### src/rtl/pcileech_tlp_pkg.sv
// Shared constants, FSM state type and slot helpers for the 128-byte TLP connector.
package pcileech_tlp_pkg;

  localparam int unsigned TLP_SLOT_W    = 66;
  localparam int unsigned TLP128_SLOTS  = 18;
  localparam int unsigned SLOT_LAST_BIT = 64;
  localparam int unsigned SLOT_KEEP_BIT = 65;
  localparam int unsigned TLP_IDX_W     = 5;

  typedef enum logic [1:0] {
    IDLE = 2'd0,
    WAIT = 2'd1,
    SEND = 2'd2
  } tlp_tx_state_t;

  function automatic logic [7:0] slot_keep(input logic keep_dw2);
    return keep_dw2 ? 8'hFF : 8'h0F;
  endfunction

endpackage

### src/rtl/pcileech_tlp128_axis_tx.sv
// Fetches one packed TLP from the IfTlp128 source and serializes it as AXI-stream TX beats.
// Optional malformed-TLP counter enabled by PCILEECH_TLP128_MALFORMED_CNT_EN.
module pcileech_tlp128_axis_tx
  import pcileech_tlp_pkg::*;
#(
  parameter int unsigned MAX_QW = TLP128_SLOTS
) (
  input  logic                           clk,
  input  logic                           rst_n,
  input  logic [TLP_SLOT_W*MAX_QW-1:0]   tlp_data,
  input  logic                           tlp_valid,
  input  logic                           tlp_has_data,
  output logic                           tlp_req_data,
  output logic [63:0]                    tx_data,
  output logic [7:0]                     tx_keep,
  output logic                           tx_last,
  output logic                           tx_valid,
  input  logic                           tx_ready
`ifdef PCILEECH_TLP128_MALFORMED_CNT_EN
  ,
  output logic [15:0]                    err_cnt,
  output logic                           err_flag
`endif
);

  localparam logic [TLP_IDX_W-1:0] LAST_IDX = TLP_IDX_W'(MAX_QW - 1);

  tlp_tx_state_t                  r_state, w_state;
  logic                           r_req, w_req;
  logic                           r_valid, w_valid;
  logic [63:0]                    r_data, w_data;
  logic [7:0]                     r_keep, w_keep;
  logic                           r_last, w_last;
  logic [TLP_IDX_W-1:0]           r_idx, w_idx;
  logic [TLP_SLOT_W*MAX_QW-1:0]   r_buf, w_buf;

  logic                           w_load;
  logic [TLP_IDX_W-1:0]           w_idx_inc;
  logic [TLP_IDX_W-1:0]           w_ld_idx;
  logic [TLP_SLOT_W-1:0]          w_ld_slot;

  // Clamped so the part-select stays in range even when the last slot is showing.
  assign w_idx_inc = (r_idx == LAST_IDX) ? r_idx : r_idx + TLP_IDX_W'(1);

  // The first beat comes straight from the source bundle so it appears the cycle after capture.
  assign w_ld_idx  = (r_state == WAIT) ? '0 : w_idx_inc;
  assign w_ld_slot = (r_state == WAIT) ? tlp_data[TLP_SLOT_W-1:0]
                                       : r_buf[w_idx_inc*TLP_SLOT_W +: TLP_SLOT_W];

`ifdef PCILEECH_TLP128_MALFORMED_CNT_EN
  logic        r_forced, w_forced;
  logic [15:0] r_err_cnt;
`endif

  always_comb begin
    w_state = r_state;
    w_req   = 1'b0;
    w_valid = r_valid;
    w_data  = r_data;
    w_keep  = r_keep;
    w_last  = r_last;
    w_idx   = r_idx;
    w_buf   = r_buf;
    w_load  = 1'b0;
`ifdef PCILEECH_TLP128_MALFORMED_CNT_EN
    w_forced = r_forced;
`endif

    case (r_state)
      IDLE: begin
        if (tlp_has_data) begin
          w_req   = 1'b1;
          w_state = WAIT;
        end
      end
      WAIT: begin
        if (tlp_valid) begin
          w_buf   = tlp_data;
          w_idx   = '0;
          w_load  = 1'b1;
          w_state = SEND;
        end
      end
      SEND: begin
        if (r_valid && tx_ready) begin
          if (r_last) begin
            w_valid = 1'b0;
            w_state = IDLE;
          end else begin
            w_idx  = w_idx_inc;
            w_load = 1'b1;
          end
        end
      end
      default: w_state = IDLE;
    endcase

    if (w_load) begin
      w_valid = 1'b1;
      w_data  = w_ld_slot[63:0];
      w_keep  = slot_keep(w_ld_slot[SLOT_KEEP_BIT]);
      w_last  = w_ld_slot[SLOT_LAST_BIT] | (w_ld_idx == LAST_IDX);
`ifdef PCILEECH_TLP128_MALFORMED_CNT_EN
      w_forced = (w_ld_idx == LAST_IDX) & ~w_ld_slot[SLOT_LAST_BIT];
`endif
    end
  end

  always_ff @(posedge clk or negedge rst_n) begin
    if (!rst_n) begin
      r_state <= IDLE;
      r_req   <= 1'b0;
      r_valid <= 1'b0;
      r_data  <= '0;
      r_keep  <= '0;
      r_last  <= 1'b0;
      r_idx   <= '0;
      r_buf   <= '0;
    end else begin
      r_state <= w_state;
      r_req   <= w_req;
      r_valid <= w_valid;
      r_data  <= w_data;
      r_keep  <= w_keep;
      r_last  <= w_last;
      r_idx   <= w_idx;
      r_buf   <= w_buf;
    end
  end

  assign tlp_req_data = r_req;
  assign tx_valid     = r_valid;
  assign tx_data      = r_data;
  assign tx_keep      = r_keep;
  assign tx_last      = r_last;

`ifdef PCILEECH_TLP128_MALFORMED_CNT_EN
  // Gated by the live handshake so the pulse lands on the accepting cycle, even under stalls.
  assign err_flag = r_valid & tx_ready & r_forced;
  assign err_cnt  = r_err_cnt;

  always_ff @(posedge clk or negedge rst_n) begin
    if (!rst_n) begin
      r_forced  <= 1'b0;
      r_err_cnt <= '0;
    end else begin
      r_forced <= w_forced;
      if (err_flag && (r_err_cnt != '1)) begin
        r_err_cnt <= r_err_cnt + 16'd1;
      end
    end
  end
`endif

endmodule
### config.mk
export PLATFORM = sky130hd
export DESIGN_NAME = pcileech_tlp128_axis_tx
export DESIGN_NICKNAME = d
export VERILOG_FILES = /design/src/rtl/pcileech_tlp_pkg.sv /design/src/rtl/pcileech_tlp128_axis_tx.sv
export SDC_FILE = /design/constraint.sdc
export NUM_CORES = 2
export LEC_CHECK = 0
export ABC_AREA = 0
export CORE_AREA = 2 2 488 490
export CTS_CLUSTER_DIAMETER = 120
export DETAILED_ROUTE_END_ITERATION = 12
export DIE_AREA = 0 0 490 492
export PLACE_DENSITY_LB_ADDON = 0.3
export SKIP_CTS_REPAIR_TIMING = 1
export SLEW_MARGIN = 25
export SYNTH_ARGS = -nofsm -noshare
export SYNTH_HDL_FRONTEND = slang
export SYNTH_SLANG_ARGS = --single-unit
export TNS_END_PERCENT = 10
### constraint.sdc
create_clock -name clk -period 7.2 [get_ports clk]
set_input_delay 1.08 -clock clk [delete_from_list [all_inputs] [get_ports clk]]
set_output_delay 1.08 -clock clk [all_outputs]
set_load 0.01 [all_outputs]
==> impl_metrics.json <==
{
  "yosysTopAreaCell": "dfrtp_1",
  "stdcell_area_um2": 81260,
  "design.core.area_um2": 236300,
  "grt_pass1_vias": 47760,
  "p_leak_nw": 32.68,
  "nNetsFinal": 7102,
  "start_kind": "register",
  "routabilityCongestion": 0.8845,
  "portBuffers": 1266,
  "netSwitchingFraction_pct": 34.89,
  "grt-busiest-layer": "met2",
  "root_buffer": "clkbuf_16",
  "drv_slew": 0,
  "synth_warnings": 0,
  "dr.pass1.iters": 5,
  "combPwrFrac_pct": 35.9,
  "synth_cells": 4766,
  "viasPerCell": 4.977,
  "tritoncts": "done",
  "grt_max_degree": 163,
  "synth.top_cells.by_area": "dfrtp_1 (53%), mux2_2 (23%), mux2i_1 (5.5%)",
  "use_met1_pct": 26.78,
  "outcome": "complete, no violations",
  "fmax_mhz": 193.0,
  "maxCapViolations": 0,
  "rsz0062_at_grt": "false",
  "cp.required_ns": 7.91,
  "p_switching_w": 0.01162,
  "dieArea_um2": 241100,
  "intPower_w": 0.02168,
  "layout_common_cells": "clkdlybuf4s50_1 (1,265), dfrtp_1 (1,261), mux2_2 (1,192), mux2i_1 (325), nand2_1 (292)",
  "top_level_ports": 1268,
  "reg2reg_slack_ns": 2.02,
  "power_density_nw_per_um2": 409.8,
  "path_class": "reg -> reg",
  "clock_skew_ns": 0.04831,
  "yosysUniqueCellTypes": 53,
  "whs_ns": 0.2702,
  "grt_pass1_wl_um": 388500,
  "relSlewSlack_pct": 29.64,
  "final.setup.worst_slack_ns": 2.020,
  "period_minus_slack_ns": 5.180,
  "first_iter_violations": 3245,
  "clockBufferDepth": 3,
  "cp_max_fo": 48,
  "use_met3_pct": 6.501,
  "ant_nets": 0,
  "worst_pin_slew_ns": 1.055,
  "min_path_type": "in -> async",
  "dp_hpwl_um": 212100,
  "dp_slack_ns": 1.932,
  "ir_worst_vdd_uv": 202.7,
  "ys_seq_elements": 1263,
  "overflow": 0,
  "layout_commonest_cell": "clkdlybuf4s50_1",
  "die_height_um": 492,
  "synth_top_family_by_area": "multiplexers",
  "finalSetupViolations": 0,
  "muxShareOfSynthArea_pct": 28.29,
  "netlist_area_um2": 59200,
  "ys_seq_area_share_pct": 53.39,
  "post-route-period-util_pct": 71.95,
  "final.setup.tns_ns": 0,
  "clk_pin_slew_ns": 0.06,
  "dieWidth_um": 490,
  "yosys.area_share.simple_pct": 4.548,
  "clkPwrFrac_pct": 25.4,
  "placed_area_um2": 75520,
  "fill_cells": 23448,
  "syn_nets": 5966,
  "synth_xor_area_share_pct": 0.1332,
  "wl_per_cell_um": 30.67,
  "drc": 0,
  "place_inst": 8908,
  "clock_sinks": 1263,
  "hold_violations": 0,
  "routed_wirelength_um": 284100,
  "stdcell_count": 9262,
  "sequentialPowerShare_pct": 38.7,
  "drive_gt1_share_pct": 26.91,
  "vias": 46094,
  "htree_levels": 4,
  "start_util_pct": 25.05,
  "synthAdderAreaFrac_pct": 0.1479,
  "cp.arrival_ns": 5.89,
  "endpoint_kind": "register",
  "clock_latency_ns": 0.80,
  "syn_area_per_cell_um2": 12.42,
  "grt_use_met2_pct": 39.14,
  "numCtsBuffers": 157,
  "synthToLayoutAreaGrowth_pct": 37.26,
  "row_count": 179,
  "grt.total_usage_pct": 22.88,
  "antenna_found_initial": 134,
  "synth_top_area_share_pct": 53.39,
  "synth_compound_area_share_pct": 10.35
}
==> power groups by stage <==
| stage | registers, W | clock network (W) | logic [W] |
|---|---|---|---|
| floorplan | 0.0121 | 0 | 0.00810 |
| global placement | 0.0128 | 0 | 0.0118 |
| detailed placement | 0.0130 | 0 | 0.0120 |
| CTS | 0.0129 | 0.00869 | 0.0121 |
| global route | 0.0133 | 0.00896 | 0.0129 |
| finish | 0.0129 | 0.00846 | 0.0119 |
==> layout make-up <==
type / count / area [um^2] / share of cell area, %
Tap cell: 3167 / 3963 / 4.876
Sequential cell: 1263 / 31610 / 38.90
Multi-Input combinational cell: 3043 / 26080 / 32.10
Timing Repair Buffer: 1364 / 13640 / 16.78
Antenna cell: 68 / 170.2 / 0.2094
Inverter: 73 / 276.5 / 0.3403
Clock inverter: 70 / 954.7 / 1.175
Clock buffer: 214 / 4566 / 5.619
==> routing by layer <==
| layer | routed length (um) | up-vias |
|---|---|---|
| li1 | - | 19969 |
| met1 | 110400 | 23869 |
| met2 | 140900 | 1722 |
| met3 | 20960 | 452 |
| met4 | 11240 | 82 |
| met5 | 560 | - |
==> worst max-delay path: stages, from the launching register on <==
cell and delay (ns):
dfrtp_4 0.94, ha_4 0.86, inv_2 0.38, nand3_2 0.16, buf_4 0.49, and2_4 0.84, buf_4 0.46, o221ai_1 0.49
a41oi_1 0.37
==> worst paths after layout <==
check                                         endpoint  cells after the start             startpoint
worst max-delay path            tx_data[0]$_DFFE_PN0P_                      8   r_idx[0]$_DFFE_PN0P_
worst min-delay path            r_buf[961]$_DFFE_PN0P_                      1                  rst_n
worst max register to register  tx_data[0]$_DFFE_PN0P_                      8   r_idx[0]$_DFFE_PN0P_
worst min register to register   r_buf[17]$_DFFE_PN0P_                      2  r_buf[17]$_DFFE_PN0P_
max in group asynchronous       r_buf[142]$_DFFE_PN0P_                      3                  rst_n
min in group clk                 r_buf[17]$_DFFE_PN0P_                      2  r_buf[17]$_DFFE_PN0P_
==> kinds of logic (layout without fill, tap and decap cells) <==
logic type / count (synthesis) / in the layout
other: 0 / 68
AO/OA/AOI/OAI: 886 / 886
XOR/XNOR: 6 / 6
adder cells (fa/ha/maj): 7 / 7
flip-flops: 1263 / 1263
AND/OR/NAND/NOR: 622 / 622
multiplexers: 1522 / 1522
buffers and inverters: 460 / 1721
==> sequential cells by signal, indices dropped and copies added (netlist names) <==
signal        flops
tx_data          64
r_idx             5
r_state           2
tx_valid          1
tx_last           1
tx_keep           2
tlp_req_data      1
r_buf          1187
==> Yosys cell counts, drive strengths merged <==
master and count:
nand2b 4, xor2 2, clkinv 1, clkbuf 306
o22ai 78, a311oi 15, ha 7, o221ai 134
o41ai 21, mux2i 328, o221a 1, and2 19
nor4 4, xnor2 4, a211oi 24, nand4b 1
a41oi 41, a2111oi 17, nor2b 1, a21o 25
a221oi 41, a22oi 67, a211o 1, nand3 179
nand4 1, nand2 300, nand4bb 1, o211ai 1
and4bb 1, a21boi 1, dfrtp 1263, buf 81
inv 72, nor2 105, mux2 1194, a22o 50
o21ai 141, nor3 5, o31a 25, a21oi 203
or2 1
==> stage by stage <==
stage / total power (W) / util (%)
after floorplan: 0.02017 / -
after global placement: 0.02459 / 31.96
after detailed placement: 0.02501 / 31.96
after CTS: 0.03363 / 34.30
after global routing: 0.03515 / 34.35
final: 0.03330 / 34.39
Note: power is estimated with default switching activity, not from simulation.
